===== config.mk =====
export PLATFORM = sky130hd
export DESIGN_NAME = jtoutrun_subarb
export DESIGN_NICKNAME = d
export VERILOG_FILES = /design/src/rtl/jtoutrun_subarb_pkg.sv /design/src/rtl/jtoutrun_subarb.sv
export SDC_FILE = /design/constraint.sdc
export NUM_CORES = 1
export LEC_CHECK = 0
export CAP_MARGIN = 25
export CORE_UTILIZATION = 35
export CTS_BUF_LIST = sky130_fd_sc_hd__clkbuf_4
export CTS_CLUSTER_SIZE = 24
export DETAILED_ROUTE_END_ITERATION = 10
export GPL_TIMING_DRIVEN = 0
export PLACE_DENSITY = 0.58
export REMOVE_ABC_BUFFERS = 1
export SYNTH_ARGS = -nofsm -noshare
export SYNTH_HDL_FRONTEND = slang
export SYNTH_SLANG_ARGS = --single-unit

===== constraint.sdc =====
create_clock -name clk -period 2.63 [get_ports clk]
set_clock_uncertainty 0.2 [all_clocks]
set_input_delay 0.526 -clock clk [delete_from_list [all_inputs] [get_ports clk]]
set_output_delay 0.526 -clock clk [all_outputs]
set_load 0.05 [all_outputs]

===== src/rtl/jtoutrun_subarb_pkg.sv =====
// Shared definitions for the sub-CPU bus arbiter: state encoding and default timing.
`timescale 1ns/1ps
package jtoutrun_subarb_pkg;

  typedef logic [2:0] state_t;

  localparam state_t ST_IDLE   = 3'd0;
  localparam state_t ST_REQ    = 3'd1;
  localparam state_t ST_OWN    = 3'd2;
  localparam state_t ST_ACCESS = 3'd3;
  localparam state_t ST_DONE   = 3'd4;
  localparam state_t ST_REL    = 3'd5;
  localparam state_t ST_COOL   = 3'd6;

  localparam logic [7:0] TOUT_DEFAULT    = 8'd200;
  localparam logic [1:0] HOLDOFF_DEFAULT = 2'd2;

  // States in which the main CPU holds the sub bus (BGACK asserted).
  function automatic logic owns_bus(input state_t s);
    return (s == ST_OWN) || (s == ST_ACCESS) || (s == ST_DONE);
  endfunction

endpackage


===== src/rtl/jtoutrun_subarb.sv =====
// Lets the main CPU borrow the sub 68000 bus through BR/BG/BGACK, with grant timeout
// and a short hold-off after each release so the sub CPU always gets bus time.
`timescale 1ns/1ps
module jtoutrun_subarb
  import jtoutrun_subarb_pkg::*;
#(
  parameter logic [7:0] TOUT    = TOUT_DEFAULT,
  parameter logic [1:0] HOLDOFF = HOLDOFF_DEFAULT
) (
  input  logic        clk,
  input  logic        rstn,
  input  logic        cpu_cen,
  input  logic        creset,
  input  logic        main_cs,
  input  logic [15:0] bus_dout,
  input  logic        bus_ok,
  input  logic        cpu_BGn,
  input  logic        cpu_ASn,
  input  logic        cpu_DTACKn,
  output logic        cpu_BRn,
  output logic        cpu_BGACKn,
  output logic        sub_br,
  output logic [15:0] main_din,
  output logic        main_ok,
  output logic        tout_err
);

  state_t      state_q, state_d;
  logic [7:0]  req_cnt_q, req_cnt_d;
  logic [1:0]  hold_cnt_q, hold_cnt_d;
  logic [15:0] main_din_q, main_din_d;
  logic        tout_err_q, tout_err_d;
  logic        brn_q, brn_d;
  logic        bgackn_q, bgackn_d;
  logic        sub_br_q, sub_br_d;
  logic        main_ok_q, main_ok_d;
  logic [7:0]  req_inc;
  logic [2:0]  hold_inc;
  logic        grant_ok;

  assign req_inc  = (req_cnt_q == 8'hFF) ? req_cnt_q : req_cnt_q + 8'd1;
  assign hold_inc = {1'b0, hold_cnt_q} + 3'd1;
  // The 68k has really let go only once no cycle is in progress on the same tick.
  assign grant_ok = !cpu_BGn && cpu_ASn && cpu_DTACKn;

  always_comb begin
    state_d    = state_q;
    req_cnt_d  = req_cnt_q;
    hold_cnt_d = hold_cnt_q;
    main_din_d = main_din_q;
    tout_err_d = tout_err_q;
    case (state_q)
      ST_IDLE: begin
        if (main_cs && !main_ok_q) begin
          state_d   = ST_REQ;
          req_cnt_d = '0;
        end
      end
      ST_REQ: begin
        if (creset) begin
          state_d = ST_OWN;
        end else if (cpu_cen) begin
          if (grant_ok) begin
            state_d = ST_OWN;
          end else begin
            req_cnt_d = req_inc;
            if (req_inc >= TOUT) begin
              state_d    = ST_DONE;
              tout_err_d = 1'b1;
              main_din_d = 16'hFFFF;
            end
          end
        end
      end
      ST_OWN:    state_d = ST_ACCESS;
      ST_ACCESS: begin
        if (bus_ok) begin
          main_din_d = bus_dout;
          state_d    = ST_DONE;
        end
      end
      ST_DONE: begin
        if (!main_cs) state_d = ST_REL;
      end
      ST_REL: begin
        if (cpu_cen) begin
          state_d    = (creset || HOLDOFF == 2'd0) ? ST_IDLE : ST_COOL;
          hold_cnt_d = '0;
        end
      end
      ST_COOL: begin
        if (creset) begin
          state_d = ST_IDLE;
        end else if (cpu_cen) begin
          hold_cnt_d = hold_inc[1:0];
          if (hold_inc >= {1'b0, HOLDOFF}) state_d = ST_IDLE;
        end
      end
      default: state_d = ST_IDLE;
    endcase

    // Outputs follow the state being entered so they change on the same edge.
    brn_d     = (state_d != ST_REQ);
    bgackn_d  = !owns_bus(state_d);
    sub_br_d  = (state_d == ST_ACCESS);
    main_ok_d = (state_d == ST_DONE);
  end

  always_ff @(posedge clk or negedge rstn) begin
    if (!rstn) begin
      state_q    <= ST_IDLE;
      req_cnt_q  <= '0;
      hold_cnt_q <= '0;
      main_din_q <= '0;
      tout_err_q <= 1'b0;
      brn_q      <= 1'b1;
      bgackn_q   <= 1'b1;
      sub_br_q   <= 1'b0;
      main_ok_q  <= 1'b0;
    end else begin
      state_q    <= state_d;
      req_cnt_q  <= req_cnt_d;
      hold_cnt_q <= hold_cnt_d;
      main_din_q <= main_din_d;
      tout_err_q <= tout_err_d;
      brn_q      <= brn_d;
      bgackn_q   <= bgackn_d;
      sub_br_q   <= sub_br_d;
      main_ok_q  <= main_ok_d;
    end
  end

  assign cpu_BRn    = brn_q;
  assign cpu_BGACKn = bgackn_q;
  assign sub_br     = sub_br_q;
  assign main_din   = main_din_q;
  assign main_ok    = main_ok_q;
  assign tout_err   = tout_err_q;

endmodule


==> summary.txt, run 1 <==
Floorplan
  • Full die area: 4890 um2
  • Initial Util: between 30 and 40%
  • Core area: 4380 um2
  • # IOs: 46
  • Die height: ~70 um
  • Die width: 69.9 um
  • Rows: 24

Cells and area
  • # nets final: 219
  • Fillers: just over 400
  • Commonest non-fill, non-tap cell in the layout: clkdlybuf4s50_1
  • N_diodes: 0
  • Post-route cell area: 2130 um2
  • Final core occ: 48.5%
  • Layout area overhead: 31.8%
  • Most frequent cells in the layout: 44 x clkdlybuf4s50_1, 32 x dfrtp_1, 16 x o22a_1
  • Share of cells above drive strength 1: ~7.8%

Route
  • Drt drc: 0
  • Vias post-DR: 1328
  • DR iter-0 viols: 39
  • Vias/cell: 5.44
  • Routed length per instance: 14.0 um
  • Drt pass-1 iters: 4
  • Final WL: 3420 um
  • Detail Route Antenna Nets: 0

Clock tree
  • Post-CTS Setup Bufs: 0
  • Root Buffer: clkbuf_4
  • Maximum level of the CTS H-tree: 2
  • Max clock buf depth: 2
  • Clock latency on the worst-skew pair: 0.32 ns
  • # clock sinks: 34
  • CTS clk-pin slew, worst paths: ~0.10 ns
  • CTS tree: done
  • TritonCTS Buffers: 5
  • Hold-fix buffers, CTS: 0
  • Post-CTS sizing: 0

STA
  • Endpoints failing hold: 0
  • Max-slew violations: 0
  • RSZ-0062 raised after global routing: no
  • Hold WS: 0.0577 ns
  • Setup Viol. Count Final: 0
  • Crit path time final: 2.45 ns
  • Fin crit share: 93.2%
  • Rel. slew slack: approximately 45%
  • Worst Tran Pin Value: between 0.8 and 0.9 ns
  • Max Fclk: approximately 410 MHz

Pwr
  • Tot Pwr: 2.51 mW
  • Power per cell area: roughly 1200 nW/um2
  • Leak: around 0.87 nW
  • VDD IR max: 0.611 mV

Synth
  • Largest family of logic cells by synthesized area: compound AO/OA/AOI/OAI gates
  • Synth Area per Inst: 10.9 um2
  • Post-synthesis xor/xnor area fraction: 0.543%
  • Distinct cells, synth: 44
  • Area leader, netlist: dfrtp_1
  • Post-Syn Area: 1610 um2
  • Gate count after technology mapping: 148
  • Register area share after synthesis: 52.9%
  • Synth top area share: 49.6%
  • Synth top area cells: dfrtp_1 50%, o22a_1 8.7%, dfstp_2 3.3%, nand2_1 2.1%, nor2_1 2.1%
  • Post-synth ARST share: between 90% and 100%
  • Synth Area in Simple Gates: 19.6%
  • Yosys reg bits: 34
  • Number of synthesized flops with an enable pin: 0
  • Post-synthesis compound-gate area fraction: 19.8%
  • Syn. warnings: 0
  • Ys flop type: dfrtp_1
  • Mux share of post-synthesis cell area: 1.86%
  • Post-synthesis adder-cell area fraction: 1.55%

Setup path
  • Crit. End Element: flip-flop
  • CP arrival: 2.51 ns
  • CP startpoint kind: flip-flop
  • Crit path max fanout: 16
  • R2R Path Start: req_cnt_q[0]$_DFFE_PN0P_
  • Worst R2R Setup Slack: 0.18 ns
  • CP required: about 2.7 ns
  • Critical path startpoint: req_cnt_q[0]$_DFFE_PN0P_
  • Setup CP Type: reg -> reg

Placed design
  • Port Buffers: 45
  • DP Area: 2080 um2
  • Detail Placement HPWL: 2490 um
  • GPL Wtd Cong: 0.810

GRT
  • Largest net degree at the start of global routing: 35
  • Vias in the first global route: 1331
  • Remaining Overflow, GRT: 0
  • First-pass GRT wire length: roughly 6000 um
  • Initial antenna violation count: 0
  • Overall routing resource usage: 15.3%

Run
  • Max cap viols: 0

Hold path
  • Hold WC Path Type: in -> async

Outcome
  • Outcome: completed
[critical path, cell delays in order (launching register included)]
cell and delay, ns:
dfrtp_1 0.42, ha_1 0.27, and3_1 0.25, a32o_1 0.16, a21oi_1 0.09, or3_4 0.42
o21ai_4 0.37, o22a_1 0.22
[where the power goes]
| part | internal, mW | total [mW] | switching, mW |
|---|---|---|---|
| clock network | 0.0961 | 0.260 | 0.164 |
| registers | 0.732 | 0.885 | 0.154 |
| logic | 0.508 | 1.36 | 0.853 |
[synth_stat cells, types with 2 or more instances]
master	number
dfrtp_1	32
o22a_1	16
nand2_1	9
nor2_1	9
a21oi_1	5
nand3_1	5
o21ai_0	5
a31oi_1	4
inv_1	4
nor4_1	4
and3_1	3
buf_2	3
clkbuf_1	3
mux2i_1	3
nand2b_1	3
nand4_1	3
nor2b_1	3
a21o_1	2
a311oi_1	2
and2_1	2
dfstp_2	2
ha_1	2
nand3b_1	2
nor3_1	2
[routing by layer]
| metal | GRT usage (%) | up-vias | routed length, um | share of wire [%] |
|---|---|---|---|---|
| met5 | 0 | - | 0 | 0 |
| li1 | - | 648 | - | - |
| met1 | 19.2 | 636 | 1540 | 45 |
| met2 | 24.9 | 40 | 1620 | 47 |
| met3 | 4.47 | 4 | 225 | 6.6 |
| met4 | 6.00 | 0 | 37 | 1.1 |
[logic make-up after synthesis]
family,after synthesis
simple gates,54
compound gates,42
flops,34
buf+inv,12
mux,3
fa+ha+maj,2
xor+xnor,1
[final timing paths]
path,cells after the start,end
worst min-delay path,1,main_din[14]$_DFFE_PN0P_
min in group clk,1,tout_err$_DFFE_PN0P_
max in group asynchronous,1,state_q[1]$_DFF_PN0_
worst max register to register,7,main_din[4]$_DFFE_PN0P_
worst max-delay path,7,main_din[4]$_DFFE_PN0P_
worst min register to register,1,tout_err$_DFFE_PN0P_
[registers in the layout, indices dropped and copies added, names as in the netlist]
name / count
sub_br: 1
hold_cnt_q: 2
cpu_BGACKn: 1
tout_err: 1
main_ok: 1
state_q: 3
req_cnt_q: 8
main_din: 16
cpu_BRn: 1
[metrics by stage]
stage	setup WS, ns	setup TNS, ns	cells
2_1_floorplan	0.467	0	140
3_3_place_gp	-0.157	-0.285	237
3_5_place_dp	-0.136	-1.86	237
4_1_cts	0.177	0	244
5_1_grt	0.0530	0	244
6_report	0.180	0	244
[layout make-up]
cell class | count | area [um2] | area share, %
clock buffers | 5 | 37.5 | 1.76
clock inverters | 2 | 10.0 | 0.471
inverters | 4 | 15.0 | 0.706
multi-input cells | 102 | 701 | 32.9
flip-flops and latches | 34 | 853 | 40.1
well taps | 52 | 65.1 | 3.06
repair buffers | 45 | 445 | 20.9
Note: power is estimated with default switching activity, not from simulation.
==> inputs of run 2 (changes only) <==
--- a/config.mk
+++ b/config.mk
@@ -5,12 +5,13 @@
 export SDC_FILE = /design/constraint.sdc
 export NUM_CORES = 1
 export LEC_CHECK = 0
-export CAP_MARGIN = 25
+export CAP_MARGIN = 20
 export CORE_UTILIZATION = 35
 export CTS_BUF_LIST = sky130_fd_sc_hd__clkbuf_4
 export CTS_CLUSTER_SIZE = 24
 export DETAILED_ROUTE_END_ITERATION = 10
 export GPL_TIMING_DRIVEN = 0
+export MAX_ROUTING_LAYER = met4
 export PLACE_DENSITY = 0.58
 export REMOVE_ABC_BUFFERS = 1
 export SYNTH_ARGS = -nofsm -noshare
==> run 2 against run 1 <==
  * Final area stayed put
  * Global-route usage is 0.44 points higher
  * First-iteration DRC count is 7.7% higher
  * Wire length stayed put
  * Utilization stayed put
  * Non-clock buffer count stayed put
  * Flip-flop and latch count stayed put
  * Count of clock-buffer cells in the layout stayed put
  * Via count stayed put
  * Clock power hardly changed
  * Worst setup slack stayed put
  * Sequential power hardly changed
  * Critical path type unchanged
==> summary.txt, run 2 (synthesis gave the netlist of run 1 again) <==
Outcome
  • Outcome: completed

Setup path
  • CP required: 2.69 ns (about the same)
  • Crit path max fanout: 16 (unchanged)
  • CP Cell Sequence: ha_1, and3_1, a32o_1, a21oi_1, or3_4, o21ai_4, o22a_1
  • CP arrival: 2.51 ns (about the same)
  • Critical path's slowest cell: dfrtp_1
  • Crit path buffers/inverters: 0 (unchanged)
  • Crit. End Element: flip-flop
  • Critical path's top delay family: compound AO/OA/AOI/OAI gates
  • CP startpoint kind: flip-flop
  • Setup CP Type: reg -> reg
  • Crit-path max cell delay: 0.42 ns (about the same)

Cells and area
  • Commonest non-fill, non-tap cell in the layout: clkdlybuf4s50_1
  • Layout Cells excl Fill: 244 (unchanged)
  • Largest register FFs: 16 (unchanged)
  • Most frequent cells in the layout: 44 x clkdlybuf4s50_1, 32 x dfrtp_1, 16 x o22a_1
  • Layout area overhead: 31.8% (unchanged)
  • N_diodes: 0 (unchanged)
  • Fillers: 405 (unchanged)
  • # nets final: 219 (unchanged)
  • Share of cells above drive strength 1: 7.81% (unchanged)

Route
  • Drt drc: 0 (unchanged)
  • Drt pass-1 iters: 4 (unchanged)
  • DR iter-0 viols: 42 (+7.7%)
  • Detail Route Antenna Nets: 0 (unchanged)
  • Vias post-DR: 1328 (unchanged)
  • Final WL: 3420 um (unchanged)
  • Vias/cell: 5.44 (unchanged)
  • Routed length per instance: 14.0 um (unchanged)

GRT
  • Overall routing resource usage: 15.8% (+0.44 points)
  • First-pass GRT wire length: 6020 um (unchanged)
  • Initial antenna violation count: 0 (unchanged)
  • Remaining Overflow, GRT: 0 (unchanged)
  • Largest net degree at the start of global routing: 35 (unchanged)
  • Vias in the first global route: 1331 (unchanged)

Hold path
  • Hold WC Path Type: in -> async

STA
  • Endpoints failing hold: 0 (unchanged)
  • Max-slew violations: 0 (unchanged)
  • Rel. slew slack: 45.1% (unchanged)
  • Setup Viol. Count Final: 0 (unchanged)
  • Worst Tran Pin Value: 0.819 ns (unchanged)
  • Fin crit share: 93.2% (unchanged)
  • RSZ-0062 raised after global routing: no
  • Hold WS: 0.0577 ns (unchanged)
  • Crit path time final: 2.45 ns (unchanged)
  • Max Fclk: 408 MHz (unchanged)

Floorplan
  • # IOs: 46 (unchanged)
  • Core area: 4380 um2 (unchanged)
  • Initial Util: 36.8% (unchanged)
  • Die height: 69.9 um (unchanged)
  • Rows: 24 (unchanged)
  • Die width: 69.9 um (unchanged)
  • Full die area: 4890 um2 (unchanged)

Placed design
  • Detail Placement HPWL: 2490 um (unchanged)
  • Port Buffers: 45 (unchanged)
  • GPL Wtd Cong: 0.822 (+1.5%)
  • Placed Cells incl. Taps: 237 (unchanged)

Clock tree
  • TritonCTS Buffers: 5 (unchanged)
  • Post-CTS Setup Bufs: 0 (unchanged)
  • Root Buffer: clkbuf_4
  • Max clock buf depth: 2 (unchanged)
  • Post-CTS sizing: 0 (unchanged)
  • Hold-fix buffers, CTS: 0 (unchanged)
  • CTS tree: done
  • Clock latency on the worst-skew pair: 0.32 ns (about the same)
  • CTS clk-pin slew, worst paths: 0.10 ns (about the same)
  • Maximum level of the CTS H-tree: 2 (unchanged)
  • # clock sinks: 34 (unchanged)

Run
  • Max cap viols: 0 (unchanged)

Pwr
  • Tot Pwr: 2.51 mW (about the same)
  • VDD IR max: 0.612 mV (about the same)
  • Leak: 0.870 nW (unchanged)
  • Power per cell area: 1180 nW/um2 (about the same)
-- run 2: cell counts in the layout (fill, tap and decap cells not counted) --
Identical to the previous run, type by type.
-- run 2: area by class of cell --
type | count | area (um2) | area share, %
flip-flops and latches | 34 | 853 | 40.1
multi-input cells | 102 | 701 | 32.9
repair buffers | 45 | 445 | 20.9
well taps | 52 | 65.1 | 3.06
clock buffers | 5 | 37.5 | 1.76
inverters | 4 | 15.0 | 0.706
clock inverters | 2 | 10.0 | 0.471
-- run 2: report_power, final --
| part | switching, mW | total (mW) | internal (mW) |
|---|---|---|---|
| logic | 0.853 | 1.36 | 0.508 |
| clock network | 0.164 | 0.260 | 0.0961 |
| registers | 0.154 | 0.885 | 0.732 |
| total | 1.17 | 2.51 | 1.34 |
-- run 2: final timing paths --
check                                          from                       end  slack (ns)  depth (start not counted)
min                                            rstn  main_din[14]$_DFFE_PN0P_        0.06                          1
min reg2reg                    tout_err$_DFFE_PN0P_      tout_err$_DFFE_PN0P_        0.29                          1
min in group clk               tout_err$_DFFE_PN0P_      tout_err$_DFFE_PN0P_        0.29                          1
max in group asynchronous                      rstn      state_q[1]$_DFF_PN0_        1.70                          1
max                        req_cnt_q[0]$_DFFE_PN0P_   main_din[4]$_DFFE_PN0P_        0.18                          7
max reg2reg                req_cnt_q[0]$_DFFE_PN0P_   main_din[4]$_DFFE_PN0P_        0.18                          7
-- run 2: metrics by stage --
stage,worst slack [ns],util (%),TNS (ns),area [um2]
2_1_floorplan,0.467,-,0,1570
3_5_place_dp,-0.136,47.4,-1.86,2080
5_1_grt,0.0530,48.5,0,2130
6_report,0.180,48.5,0,2130
3_3_place_gp,-0.157,47.5,-0.285,2080
4_1_cts,0.177,48.5,0,2130
-- run 2: metal layers --
layer / GRT usage (%) / vias to the layer above / wire length (um)
li1: - / 648 / -
met1: 19.3 / 636 / 1540
met2: 24.9 / 40 / 1620
met3: 4.33 / 4 / 222
met4: 6.00 / 0 / 37
met5: - / - / 0
